**src/rtl/segre_icache.sv**
```systemverilog
// segre_icache: direct-mapped read-only instruction cache for the IF stage.
// Same-cycle lookup; misses refill a whole line over a req/ack handshake.
module segre_icache #(
  parameter int ADDR_SIZE = 32,
  parameter int WORD_SIZE = 32,
  parameter int LINE_SIZE = 128,
  parameter int NUM_LINES = 4
) (
  input  logic                 clk_i,
  input  logic                 rsn_i,
  input  logic                 rd_i,
  input  logic [ADDR_SIZE-1:0] addr_i,
  input  logic                 invalidate_i,
  output logic                 hit_o,
  output logic [WORD_SIZE-1:0] instr_o,
  output logic                 mem_req_o,
  output logic [ADDR_SIZE-1:0] mem_addr_o,
  input  logic                 mem_ack_i,
  input  logic [LINE_SIZE-1:0] mem_data_i
);

  localparam int OFF  = $clog2(LINE_SIZE / 8);
  localparam int IDX  = $clog2(NUM_LINES);
  localparam int TAG  = ADDR_SIZE - OFF - IDX;
  localparam int WPL  = LINE_SIZE / WORD_SIZE;
  localparam int WSEL = (WPL > 1) ? $clog2(WPL) : 1;

  typedef enum logic [1:0] {
    IDLE,
    MISS,
    REFILL
  } state_t;

  state_t state_q, state_d;
  logic [ADDR_SIZE-1:0] miss_addr_q, miss_addr_d;
  logic [NUM_LINES-1:0] valid_q;
  logic [TAG-1:0] tag_q [NUM_LINES];
  logic [WPL-1:0][WORD_SIZE-1:0] data_q [NUM_LINES];

  logic [IDX-1:0]  idx;
  logic [TAG-1:0]  tag;
  logic [WSEL-1:0] wsel;
  logic [IDX-1:0]  widx;
  logic [TAG-1:0]  wtag;
  logic            lookup_hit;
  logic            refill_we;
  logic            unused_bits;

  assign idx  = addr_i[OFF +: IDX];
  assign tag  = addr_i[ADDR_SIZE-1 -: TAG];
  assign wsel = addr_i[2 +: WSEL];
  assign widx = miss_addr_q[OFF +: IDX];
  assign wtag = miss_addr_q[ADDR_SIZE-1 -: TAG];
  assign unused_bits = ^addr_i[1:0];

  assign lookup_hit = valid_q[idx] && (tag_q[idx] == tag);
  assign refill_we  = rsn_i && (state_q == MISS) && mem_ack_i;

  assign hit_o      = rsn_i && rd_i && (state_q == IDLE) && lookup_hit;
  assign instr_o    = hit_o ? data_q[idx][wsel] : '0;
  assign mem_req_o  = rsn_i && (state_q == MISS);
  assign mem_addr_o = miss_addr_q;

  // State and latched miss address
  always_ff @(posedge clk_i) begin
    if (!rsn_i) begin
      state_q     <= IDLE;
      miss_addr_q <= '0;
    end else begin
      state_q     <= state_d;
      miss_addr_q <= miss_addr_d;
    end
  end

  // Valid bits; invalidate beats a coincident refill
  always_ff @(posedge clk_i) begin
    if (!rsn_i) begin
      valid_q <= '0;
    end else if (invalidate_i) begin
      valid_q <= '0;
    end else if (refill_we) begin
      valid_q[widx] <= 1'b1;
    end
  end

  // Tag and data arrays, written only by a refill
  always_ff @(posedge clk_i) begin
    if (refill_we) begin
      tag_q[widx]  <= wtag;
      data_q[widx] <= mem_data_i;
    end
  end

  // Next-state logic
  always_comb begin
    state_d     = state_q;
    miss_addr_d = miss_addr_q;
    case (state_q)
      IDLE: begin
        if (rd_i && !lookup_hit) begin
          state_d     = MISS;
          miss_addr_d = {addr_i[ADDR_SIZE-1:OFF], {OFF{1'b0}}};
        end
      end
      MISS: begin
        if (mem_ack_i) state_d = REFILL;
      end
      REFILL: state_d = IDLE;
      default: state_d = IDLE;
    endcase
  end

endmodule
```
**config.mk**
```make
export PLATFORM = sky130hd
export DESIGN_NAME = segre_icache
export DESIGN_NICKNAME = d
export VERILOG_FILES = /design/src/rtl/segre_icache.sv
export SDC_FILE = /design/constraint.sdc
export NUM_CORES = 1
export LEC_CHECK = 0
export CAP_MARGIN = 20
export CORE_MARGIN = 10
export CORE_UTILIZATION = 55
export CTS_CLUSTER_DIAMETER = 30
export CTS_CLUSTER_SIZE = 40
export DETAILED_ROUTE_END_ITERATION = 10
export PLACE_DENSITY = 0.88
export REMOVE_ABC_BUFFERS = 1
export SYNTH_ARGS = -nofsm -noshare
export SYNTH_HDL_FRONTEND = slang
export SYNTH_SLANG_ARGS = --single-unit
```
**constraint.sdc**
```tcl
create_clock -name clk_i -period 39.4 [get_ports clk_i]
set_input_delay 7.88 -clock clk_i [delete_from_list [all_inputs] [get_ports clk_i]]
set_output_delay 7.88 -clock clk_i [all_outputs]
set_load 0.05 [all_outputs]
```
Yosys cells after proc, flatten, opt, wreduce, memory -nomap -nowiden:

Memory sizes are Yosys's and may differ from the RTL's.
Cells that the tools add are included.

* register bits: 34
* RAM bits: 616
* bits of input ports: 165
* output and inout port bits: 66
* memories kept: 2

Memories
* data_q: depth 4, width 128, read ports 1, clocked after Yosys merged registers in 0, write ports 1, RTL line 38 `logic [WPL-1:0][WORD_SIZE-1:0] data_q [NUM_LINES];`
* tag_q: depth 4, width 26, read ports 1, clocked after Yosys merged registers in 0, write ports 1, RTL line 37 `logic [TAG-1:0] tag_q [NUM_LINES];`

* $lt $le $gt $ge: 4
* equal/unequal tests: 4
* muxes and demuxes: 12
* bitwise operators: 2
* reduce and logical (&&, ||, !) cells: 13

Operator list (count)
* binary-select mux 32 bit (select 2 bit): 1
* two-way mux 32 bit: 2
* equality test 26 bit: 1
* < comparator 2 x 3 -> 1 bit, second input constant: 3
* logical AND 1 bit: 8
* two-way mux 1 bit: 4
* two-way mux 2 bit: 2
* bitwise OR 4 bit: 1
* case mux 2 bit (2 select lines): 1
* AND reduction 2 bit: 2
* binary-select mux 1 bit (select 2 bit): 1
* demux 1 bit (select 2 bit): 1
* equality test 2 x 1 -> 1 bit, second input constant: 1
* greater-or-equal comparator 2 x 1 -> 1 bit, second input constant: 1
* zero test 2 bit: 1
* inequality test 2 x 1 -> 1 bit, second input constant: 1
* inequality test 2 bit, second input constant: 1
* OR reduction 2 bit: 1
* zero test 1 bit: 1
* NOT 1 bit: 1

Logic depth before layout (Yosys ltp):

Gate-level depths: netlist of the first run.

* depth in word-level cells: 7
* depth in mapped cells: 12

Least setup slack after synthesis of the first run:

Ideal clock, no wire load.

* path type: input to register
* from: input port rsn_i
* to: memory data_q[0][0] (netlist bit), enable pin
* data arrival time: 19.650 ns
* data required time: 38.509 ns
* setup slack: 18.859 ns
* stages on the path: 4
* buffers on the path: 1
* path through: clkbuf_1 -> nand2_1 -> nor3_1 -> nor3b_1

* cells in the longest elaborated chain, start to end: 4

Ends and longest elaborated chain
* start, declared: RTL line 10 `input logic rsn_i,`
* logical AND 1 bit (2 in a row): RTL line 57 `assign refill_we = rsn_i && (state_q == MISS) && mem_ack_i;`
* two-way mux 1 bit: RTL line 88 `if (refill_we) begin`
* two-way mux 1 bit (not written as such): RTL line 90 `data_q[widx] <= mem_data_i;`
* end, declared: RTL line 38

Every way passes these cells.

Worst setup path in the final report of the first run:

* from: input port addr_i[4]
* to: output port instr_o[3]

* cells in the longest elaborated chain, start to end: 5
* elaborated cells between the ends (all ways): 10

Ends and longest elaborated chain
* start, declared: RTL line 12 `input logic [ADDR_SIZE-1:0] addr_i,`
* memory (4 x 26 bit) or binary-select mux 1 bit (select 2 bit) (tied branches)
* equality test 26 bit or two-way mux 1 bit (tied branches): RTL line 56 `assign lookup_hit = valid_q[idx] && (tag_q[idx] == tag);`
* logical AND 1 bit: RTL line 56
* logical AND 1 bit: RTL line 59 `assign hit_o = rsn_i && rd_i && (state_q == IDLE) && lookup_hit;`
* two-way mux 32 bit (*): RTL line 60 `assign instr_o = hit_o ? data_q[idx][wsel] : '0;`
* end, declared: RTL line 15 `output logic [WORD_SIZE-1:0] instr_o,`

Mark *: on every way between the ends. The rest lies on a longest branch, timed or not. The select of a mux whose other input is x is not followed.

==> run summary, run 1 <==
R2R cell count - 4
H-tree levels - 3
reg2reg setup slack - 36.10 ns
largest family of logic cells by synthesized area - multiplexers
commonest non-fill, non-tap cell in the layout - edfxtp_1
Final Skew - 0.02867 ns
worst r2r src - state_q[0]
Post-Layout Cell Count - 2093
placed insts - 1886
Synth Instances - 1108
crit path DAT - 12.22 ns
die width - 232.9 µm
Yosys warnings - 0
root buffer cell - clkbuf_16
status - completed
Final Hold Slack - 0.4612 ns
WHS Endpoint - valid_q[1]
TritonRoute pass-1 iters - 5
gr ovfl total - 0
die height - 232.9 µm
worst skew pair latency - 0.63 ns
Clock transition at path regs - 0.05 ns
max-slew violations - 0
post_cts resized - 0
async set-reset flop share out of synthesis - 0%
layout cells sized above 1 - 26.28%
final net count - 1572
number of CTS-inserted buffers - 111
Iter 0 DRT Violations - 1277
IR drop worst, VDD - 0.00004574 V
worst-margin pin slew - 1.029 ns
cts hold-fix bufs - 0
Setup Buffers After CTS - 0
post-synthesis cell area - 0.02493 mm²
FP Rows - 77
global placement routability congestion - 0.7911
number of global-route vias before repair - 13.57k
fin crit period - 20.10 ns
CTS tree - done
Reg-to-Reg End - data_q[3][30]
final setup vio count - 0
worst rel slew slack - 31.43%
Vias per Instance - 5.955
HP Start - valid_q[1]
starting density of the core - 56.01%
critical path fanouts, max - 67
initial antenna violation count - 10
hold violation count in the final report - 0
Detail Route Antenna Nets - 0
Synth Area in XOR/XNOR - 0.7378%
clk buf depth - 3
# fillers - 2488
# DRC - 0
wire per inst - 27.13 µm
adder-cell area share of the yosys netlist - 0%
Worst Hold Path Cells - 1
synth unique cells - 42
Post-Route Setup TNS - 0 ns
mux contribution to synthesized area - 17.91%
Startpoint Class - primary input
Mapped Avg Cell Area - 22.50 µm²
RSZ-0062 raised after global routing - no
die area - 0.05424 mm²
worst setup path class - in -> out
core area - 0.04451 mm²
Worst EP required - 31.52 ns
Final period util - 51.01%
Syn-to-layout area delta - 27.03%
Seq/Total Area, Yosys - 76.93%
Max Clk Rate - 49.75 MHz
post-DP HPWL - 30.50 mm
Total GRT Usage - 21.18%
Routed WL - 56.78 mm
Post-synth top flop - edfxtp_1
Synth Register Bits - 650
post-synthesis simple-gate area fraction - 2.208%
via count - 12.46k
P_leak - 0.01040 µW
number of synthesized flops with an enable pin - 616
worst min path class - reg -> reg
crit end category - output pin
pwr/cell area - 57.94 mW/mm²
first-pass GRT wire length - 85.38 mm
Compound-Gate Fraction of Synth Area - 0.9385%
Top Ports - 231
max-cap viol count - 0
clock sink count - 650
port buffer count - 224
commonest non-fill, non-tap cells in the layout - edfxtp_1 (616), clkdlybuf4s50_1 (219), mux4_2 (175)
largest net degree at the start of global routing - 115
-- worst max-delay path, cell delays in order --
cell and delay (ns):
buf_8 0.47, mux4_2 0.63, xnor2_1 0.18, nand4_1 0.16, nor4_1 0.30, nor4b_1 0.70
nand4_1 0.17, buf_4 0.39, nor2b_1 0.31, clkdlybuf4s50_1 0.85
-- cells in the mapped netlist (2+ instances only) --
cell | instances | area, µm²
a21oi_1 | 3 | 15.01
clkbuf_1 | 23 | 86.33
a211oi_1 | 2 | 15.01
o21a_1 | 4 | 30.03
mux4_2 | 175 | 3941
o22ai_1 | 3 | 18.77
o2bb2ai_1 | 2 | 17.52
a22oi_1 | 2 | 15.01
nor2b_1 | 33 | 206.5
nand2_1 | 66 | 247.7
edfxtp_1 | 616 | 18500
nor3b_1 | 2 | 15.01
inv_1 | 5 | 18.77
nor2_1 | 6 | 22.52
buf_1 | 7 | 26.28
mux2i_1 | 50 | 500.5
buf_6 | 3 | 33.78
dfxtp_1 | 34 | 680.7
buf_4 | 6 | 45.04
nand4_1 | 4 | 25.02
mux2_2 | 2 | 22.52
buf_2 | 21 | 105.1
xnor2_1 | 18 | 157.7
xor2_1 | 3 | 26.28
-- worst max path at each step --
stage	to	slack (ns)	from
final	instr_o[3]	19.30	addr_i[4]
after floorplan	data_q[0][0]	19.04	mem_ack_i
after global placement	instr_o[28]	19.22	addr_i[4]
after global routing	instr_o[31]	18.99	addr_i[4]
after detailed placement	instr_o[4]	19.22	addr_i[4]
after CTS	instr_o[31]	19.19	addr_i[4]
-- per-stage QoR --
| stage | cell area, µm² | utilization (%) | power [µW] | setup slack [ns] |
|---|---|---|---|---|
| finish | 31670 | 71.15 | 1835 | 19.30 |
| global route | 31670 | 71.14 | 1884 | 18.99 |
| detailed placement | 27810 | 62.47 | 871.1 | 19.22 |
| CTS | 31660 | 71.14 | 1850 | 19.19 |
| floorplan | 24640 | - | 826.2 | 19.04 |
| global placement | 27810 | 62.47 | 867.5 | 19.22 |
-- where the power goes --
group | leakage (µW) | switching [µW] | total (µW) | internal, µW
sequential | 0.00588 | 4.79 | 770 | 766
clock | 0.00185 | 343 | 976 | 633
combinational | 0.00268 | 44.9 | 88.8 | 43.8
-- sequential cells by signal, summed over array words and instances (netlist names) --
signal      cells
valid_q         4
mem_addr_o     28
data_q        512
tag_q         104
state_q         2
-- metal layers --
metal / share of wire [%] / global-route usage [%]
met5: 0.17 / 0
met4: 2.4 / 7.405
met3: 7.9 / 5.281
met2: 52 / 35.37
met1: 38 / 26.73
-- cell type report --
class                   count  area, µm²  share of cell area [%]
inverters                   5      18.77                 0.05927
repair buffers            243       2389                   7.542
flip-flops and latches    650      19180                   60.56
multi-input cells         396       5480                   17.31
clock buffers             123       2887                   9.115
well taps                 592      740.7                   2.339
diodes                      2      5.005                 0.01580
clock inverters            82      969.7                   3.062
-- cells by family after synthesis --
logic type             Yosys count
other                            1
AND/OR/NAND/NOR                116
XOR/XNOR                        21
AO/OA/AOI/OAI                   28
flip-flops                     650
buffers and inverters           65
multiplexers                   227
Note: power is estimated with default switching activity, not from simulation.
==> run 2: changes to the inputs <==
--- a/config.mk
+++ b/config.mk
@@ -7,11 +7,11 @@
 export LEC_CHECK = 0
 export CAP_MARGIN = 20
 export CORE_MARGIN = 10
-export CORE_UTILIZATION = 55
+export CORE_UTILIZATION = 52
 export CTS_CLUSTER_DIAMETER = 30
 export CTS_CLUSTER_SIZE = 40
 export DETAILED_ROUTE_END_ITERATION = 10
-export PLACE_DENSITY = 0.88
+export PLACE_DENSITY = 0.87
 export REMOVE_ABC_BUFFERS = 1
 export SYNTH_ARGS = -nofsm -noshare
 export SYNTH_HDL_FRONTEND = slang
==> constraint.sdc (replaced) <==
create_clock -name clk_i -period 16.8 [get_ports clk_i]
set_input_delay 3.36 -clock clk_i [delete_from_list [all_inputs] [get_ports clk_i]]
set_output_delay 3.36 -clock clk_i [all_outputs]
set_load 0.05 [all_outputs]
==> run 2 against run 1 <==
Against the previous run: via count is 1.4% lower; sequential power is 140% higher; sequential cell count stayed put; wire length is 3.3% lower; critical path depth is 1 higher; combinational power is 130% higher; register-to-register slack worse by 23 ns; clock-buffer cell count is 12 higher; power is 130% higher; sequential share of layout area hardly changed; die area is 5.3% higher; global-route usage is 1.5 points lower; critical path type unchanged; largest power group unchanged.
==> run summary, run 2 (same netlist as run 1, synthesis figures left out) <==
status - completed
clock sink count - 650 (unchanged)
die area - 0.05710 mm² (+5.3%)
cts hold-fix bufs - 0 (unchanged)
starting density of the core - 52.43% (-3.6 points)
worst setup path class - in -> out
Max Clk Rate - 88.81 MHz
Syn-to-layout area delta - 26.96% (about the same)
Iter 0 DRT Violations - 1312 (+2.7%)
global placement routability congestion - 0.7704 (-2.6%)
Clock transition at path regs - 0.05 ns (about the same)
IR drop worst, VDD - 0.0001235 V (+170%)
first-pass GRT wire length - 84.06 mm (-1.6%)
Worst Hold Path Cells - 1 (unchanged)
gr ovfl total - 0 (unchanged)
total power - 4261 µW (+130%)
Final period util - 67.02%
Routed WL - 54.90 mm (-3.3%)
die height - 239.0 µm (+2.6%)
crit path DAT - 7.90 ns (-4.32 ns)
hold violation count in the final report - 0 (unchanged)
post-route cell area - 0.03165 mm² (about the same)
Worst EP required - 13.44 ns (-18.08 ns)
worst min path class - reg -> reg
RSZ-0062 raised after global routing - no
port buffer count - 224 (unchanged)
worst-margin pin slew - 1.275 ns (+0.2462 ns)
flip-flop count of the largest register after layout - 512 (unchanged)
GR Util met1 - 24.51% (-2.2 points)
final setup vio count - 0 (unchanged)
reg2reg setup slack - 13.10 ns (-23.00 ns)
via count - 12.29k (-1.4%)
clk buf depth - 3 (unchanged)
Detail Route Antenna Nets - 0 (unchanged)
critical path fanouts, max - 45 (-33%)
Slowest cell on crit path - clkdlybuf4s50_1
HP Start - valid_q[0]
CP Cell Sequence - buf_6, buf_4, mux4_2, xnor2_1, nand4_1, nor4_1, nor4b_1, nand4_1, buf_4, nor2b_1, clkdlybuf4s50_1
root buffer cell - clkbuf_16
commonest non-fill, non-tap cell in the layout - edfxtp_1
WP buf/inv - 4 (+1)
met3 Usage GRT - 6.800% (+1.5 points)
Final Skew - 0.01359 ns (-0.01508 ns)
largest net degree at the start of global routing - 156 (+36%)
max-cap viol count - 0 (unchanged)
layout cells sized above 1 - 25.60% (-0.69 points)
Top Ports - 231 (unchanged)
# DRC - 0 (unchanged)
fin crit period - 11.26 ns
post_cts resized - 0 (unchanged)
crit end category - output pin
pwr/cell area - 134.6 mW/mm² (+130%)
placed cell area - 0.02784 mm² (+0.10%)
worst r2r src - state_q[0]
final net count - 1572 (unchanged)
H-tree levels - 3 (unchanged)
Global Route met2 Usage - 32.19% (-3.2 points)
die width - 239.0 µm (+2.6%)
TritonRoute pass-1 iters - 6 (+1)
Total GRT Usage - 19.67% (-1.5 points)
Final Hold Slack - 0.4701 ns (+0.008931 ns)
Reg-to-Reg End - data_q[3][68]
# fillers - 2892 (+16%)
core area - 0.04755 mm² (+6.8%)
Worst path max stage delay - 0.88 ns (+0.03 ns)
busiest grt layer - met2
Startpoint Class - primary input
Post-Route Setup TNS - 0 ns (unchanged)
initial antenna violation count - 12 (+2)
wire per inst - 25.87 µm (-4.6%)
number of CTS-inserted buffers - 113 (+1.8%)
FP Rows - 80 (+3.9%)
P_leak - 0.01039 µW (-0.12%)
max-slew violations - 0 (unchanged)
Top delay family on crit path - buffers and inverters
worst rel slew slack - 15.02% (-16 points)
number of global-route vias before repair - 13.55k (-0.13%)
WHS Endpoint - valid_q[0]
Largest Register - data_q
Vias per Instance - 5.789 (-2.8%)
R2R cell count - 5 (+1)
CTS tree - done
commonest non-fill, non-tap cells in the layout - edfxtp_1 (616), clkdlybuf4s50_1 (219), mux4_2 (175)
Setup Buffers After CTS - 0 (unchanged)
worst skew pair latency - 0.64 ns (about the same)
post-DP HPWL - 29.79 mm (-2.4%)
[run 2: cell type report]
cell class / instances / area [µm²] / area share [%]
Antenna cell: 3 / 7.507 / 0.02372
Multi-Input combinational cell: 396 / 5480 / 17.31
Clock inverter: 77 / 825.8 / 2.609
Tap cell: 615 / 769.5 / 2.431
Timing Repair Buffer: 241 / 2389 / 7.546
Clock buffer: 135 / 2983 / 9.424
Sequential cell: 650 / 19180 / 60.59
Inverter: 5 / 18.77 / 0.05930
[run 2: routing by layer]
layer  routed length (µm)  up-vias
li1                     -     5282
met1                20750     6338
met2                28050      525
met3                 4765      122
met4                 1200       18
met5                  128        -
[run 2: report_power, final]
part	switching (µW)	internal, µW	leakage [µW]
Sequential	11.1	1800	0.00588
Combinational	104	103	0.00267
Clock	778	1470	0.00184
Total	893	3370	0.0104
[run 2: how the worst max path moves through the flow]
stage                    to      start  slack (ns)  depth (start not counted)
6_report        instr_o[21]  addr_i[5]        5.54                         11
5_1_grt         instr_o[21]  addr_i[5]        5.16                         11
4_1_cts         instr_o[21]  addr_i[5]        5.45                         11
3_5_place_dp    instr_o[21]  addr_i[5]        5.57                         11
3_3_place_gp    instr_o[21]  addr_i[5]        5.56                         11
2_1_floorplan  data_q[0][0]  mem_ack_i        0.96                          3
[run 2: metrics by stage]
step	setup slack [ns]	cells	util (%)
after floorplan	0.9649	1051	-
after global placement	5.564	1907	58.54
after detailed placement	5.569	1907	58.54
after CTS	5.450	2119	66.56
after global routing	5.160	2119	66.56
final	5.540	2122	66.57
==> run 3: changes to the inputs <==
==> constraint.sdc (replaced) <==
create_clock -name clk_i -period 10.1 [get_ports clk_i]
set_input_delay 2.02 -clock clk_i [delete_from_list [all_inputs] [get_ports clk_i]]
set_output_delay 2.02 -clock clk_i [all_outputs]
set_load 0.05 [all_outputs]
==> run 3 against run 2 <==
Against the previous run: clock skew increased by 0.017 ns; critical path depth decreased by 1; sequential cell count unchanged; largest cell class unchanged; power increased by 75%; critical endpoint unchanged; utilization increased by 0.92 points; largest power group unchanged; register-to-register slack got worse by 6.1 ns; wire length decreased by 0.47%.
==> run summary, run 3 (same netlist as run 1, synthesis figures left out) <==
status - completed
WP buf/inv - 3 (-1)
root buffer cell - clkbuf_16
Startpoint Class - primary input
Final Hold Slack - 0.4725 ns (+0.002337 ns)
RSZ-0062 raised after global routing - no
cts hold-fix bufs - 0 (unchanged)
core area - 0.04755 mm² (unchanged)
H-tree levels - 3 (unchanged)
Largest Register - data_q
Slowest cell on crit path - clkdlybuf4s50_1
crit end category - output pin
met3 Usage GRT - 6.328% (-0.47 points)
port buffer count - 224 (unchanged)
hold violation count in the final report - 0 (unchanged)
Syn-to-layout area delta - 28.71%
CTS tree - done
FP Rows - 80 (unchanged)
total power - 7453 µW (+75%)
worst skew pair latency - 0.67 ns (+0.03 ns)
Setup crit end - instr_o[21]
Critical path origin - addr_i[4]
placed insts - 1904 (-0.16%)
Global Route met2 Usage - 31.37% (-0.82 points)
final net count - 1575 (+0.19%)
Total GRT Usage - 19.61% (-0.055 points)
Worst path max stage delay - 0.88 ns (about the same)
post_cts resized - 0 (unchanged)
GR Util met1 - 24.45% (-0.069 points)
die area - 0.05710 mm² (unchanged)
max-cap viol count - 0 (unchanged)
worst setup path class - in -> out
Max Clk Rate - 122.0 MHz
starting density of the core - 52.43% (unchanged)
reg2reg setup slack - 7.02 ns (-6.08 ns)
clock sink count - 650 (unchanged)
crit path DAT - 6.18 ns (-1.72 ns)
die width - 239.0 µm (unchanged)
layout cells sized above 1 - 27.06% (+1.5 points)
initial antenna violation count - 11 (-1)
global placement routability congestion - 0.7575 (-1.7%)
commonest non-fill, non-tap cell in the layout - edfxtp_1
largest net degree at the start of global routing - 156 (unchanged)
pwr/cell area - 232.3 mW/mm² (+73%)
Detail Route Antenna Nets - 0 (unchanged)
busiest grt layer - met2
final core occ - 67.49% (+0.92 points)
Routed WL - 54.64 mm (-0.47%)
Final period util - 81.18%
TritonRoute pass-1 iters - 5 (-1)
Setup Buffers After CTS - 0 (unchanged)
IR drop worst, VDD - 0.0001544 V (+25%)
# DRC - 0 (unchanged)
final setup vio count - 0 (unchanged)
Reg-to-Reg End - state_q[0]
Final Skew - 0.03086 ns (+0.01727 ns)
worst min path class - reg -> reg
critical path fanouts, max - 67 (+49%)
Top delay family on crit path - buffers and inverters
# fillers - 2853 (-1.3%)
R2R cell count - 8 (+3)
fin crit period - 8.199 ns
worst r2r src - tag_q[3][16]
Post-Route Setup TNS - 0 ns (unchanged)
Post-Layout Cell Count - 2135 (+0.61%)
post-DP HPWL - 29.20 mm (-2.0%)
number of global-route vias before repair - 13.49k (-0.47%)
gr ovfl total - 0 (unchanged)
worst-margin pin slew - 1.026 ns (-0.2487 ns)
CP Cell Sequence - buf_8, mux4_2, xnor2_1, nand4_1, nor4_1, nor4b_1, nand4_1, buf_4, nor2b_1, clkdlybuf4s50_1
P_leak - 0.01058 µW (+1.9%)
max-slew violations - 0 (unchanged)
commonest non-fill, non-tap cells in the layout - edfxtp_1 (616), clkdlybuf4s50_1 (219), mux4_2 (175)
number of CTS-inserted buffers - 119 (+5.3%)
Clock transition at path regs - 0.05 ns (about the same)
Top Ports - 231 (unchanged)
Vias per Instance - 5.748 (-0.72%)
flip-flop count of the largest register after layout - 512 (unchanged)
Worst path most repeated cell - nand4_1
wire per inst - 25.59 µm (-1.1%)
die height - 239.0 µm (unchanged)
via count - 12.27k (-0.11%)
WP depth - 10 (-1)
clk buf depth - 3 (unchanged)
Iter 0 DRT Violations - 1086 (-17%)
first-pass GRT wire length - 83.65 mm (-0.48%)
Worst EP required - 8.08 ns (-5.36 ns)
worst rel slew slack - 31.59% (+17 points)
## run 3: cell types whose count changed in the layout (fill, tap and decap cells not counted), sizes merged
cell,change
clkbuf,-2
bufinv,+5
clkinvlp,-1
inv,+8
clkinv,+4
buf,-3
diode,+2
## run 3: power by group
group	switching [µW]	leakage, µW	internal (µW)	total [µW]
Combinational	172	0.00266	171	343
Clock	1420	0.00205	2680	4100
Sequential	18.4	0.00588	2990	3010
## run 3: final cells by class
class,instances,area [µm²],area share [%]
Timing Repair Buffer,238,2379,7.412
Clock buffer,133,3060,9.538
Tap cell,615,769.5,2.398
Clock inverter,93,1190,3.708
Antenna cell,5,12.51,0.03899
Inverter,5,18.77,0.05849
Multi-Input combinational cell,396,5480,17.08
Sequential cell,650,19180,59.77
## run 3: how the worst min path moves through the flow
| stage | startpoint | to | slack [ns] | depth (start not counted) |
|---|---|---|---|---|
| final | valid_q[1] | valid_q[1] | 0.47 | 1 |
| after CTS | valid_q[1] | valid_q[1] | 0.47 | 1 |
| after global placement | valid_q[3] | valid_q[3] | 0.44 | 1 |
| after detailed placement | valid_q[1] | valid_q[1] | 0.46 | 1 |
| after floorplan | valid_q[3] | valid_q[3] | 0.44 | 1 |
| after global routing | valid_q[1] | valid_q[1] | 0.49 | 1 |
## run 3: metrics by stage
stage,instance area (µm²),worst slack (ns)
3_3_place_gp,27830,1.929
4_1_cts,32080,1.820
6_report,32090,1.901
3_5_place_dp,27830,1.874
2_1_floorplan,24640,-4.395
5_1_grt,32080,1.488
## run 3: metal layers
metal	up-vias	wire length [µm]	share of wire, %
li1	5293	-	-
met1	6352	20840	38
met2	488	27300	50
met3	122	4954	9.1
met4	16	1444	2.6
met5	-	100	0.18
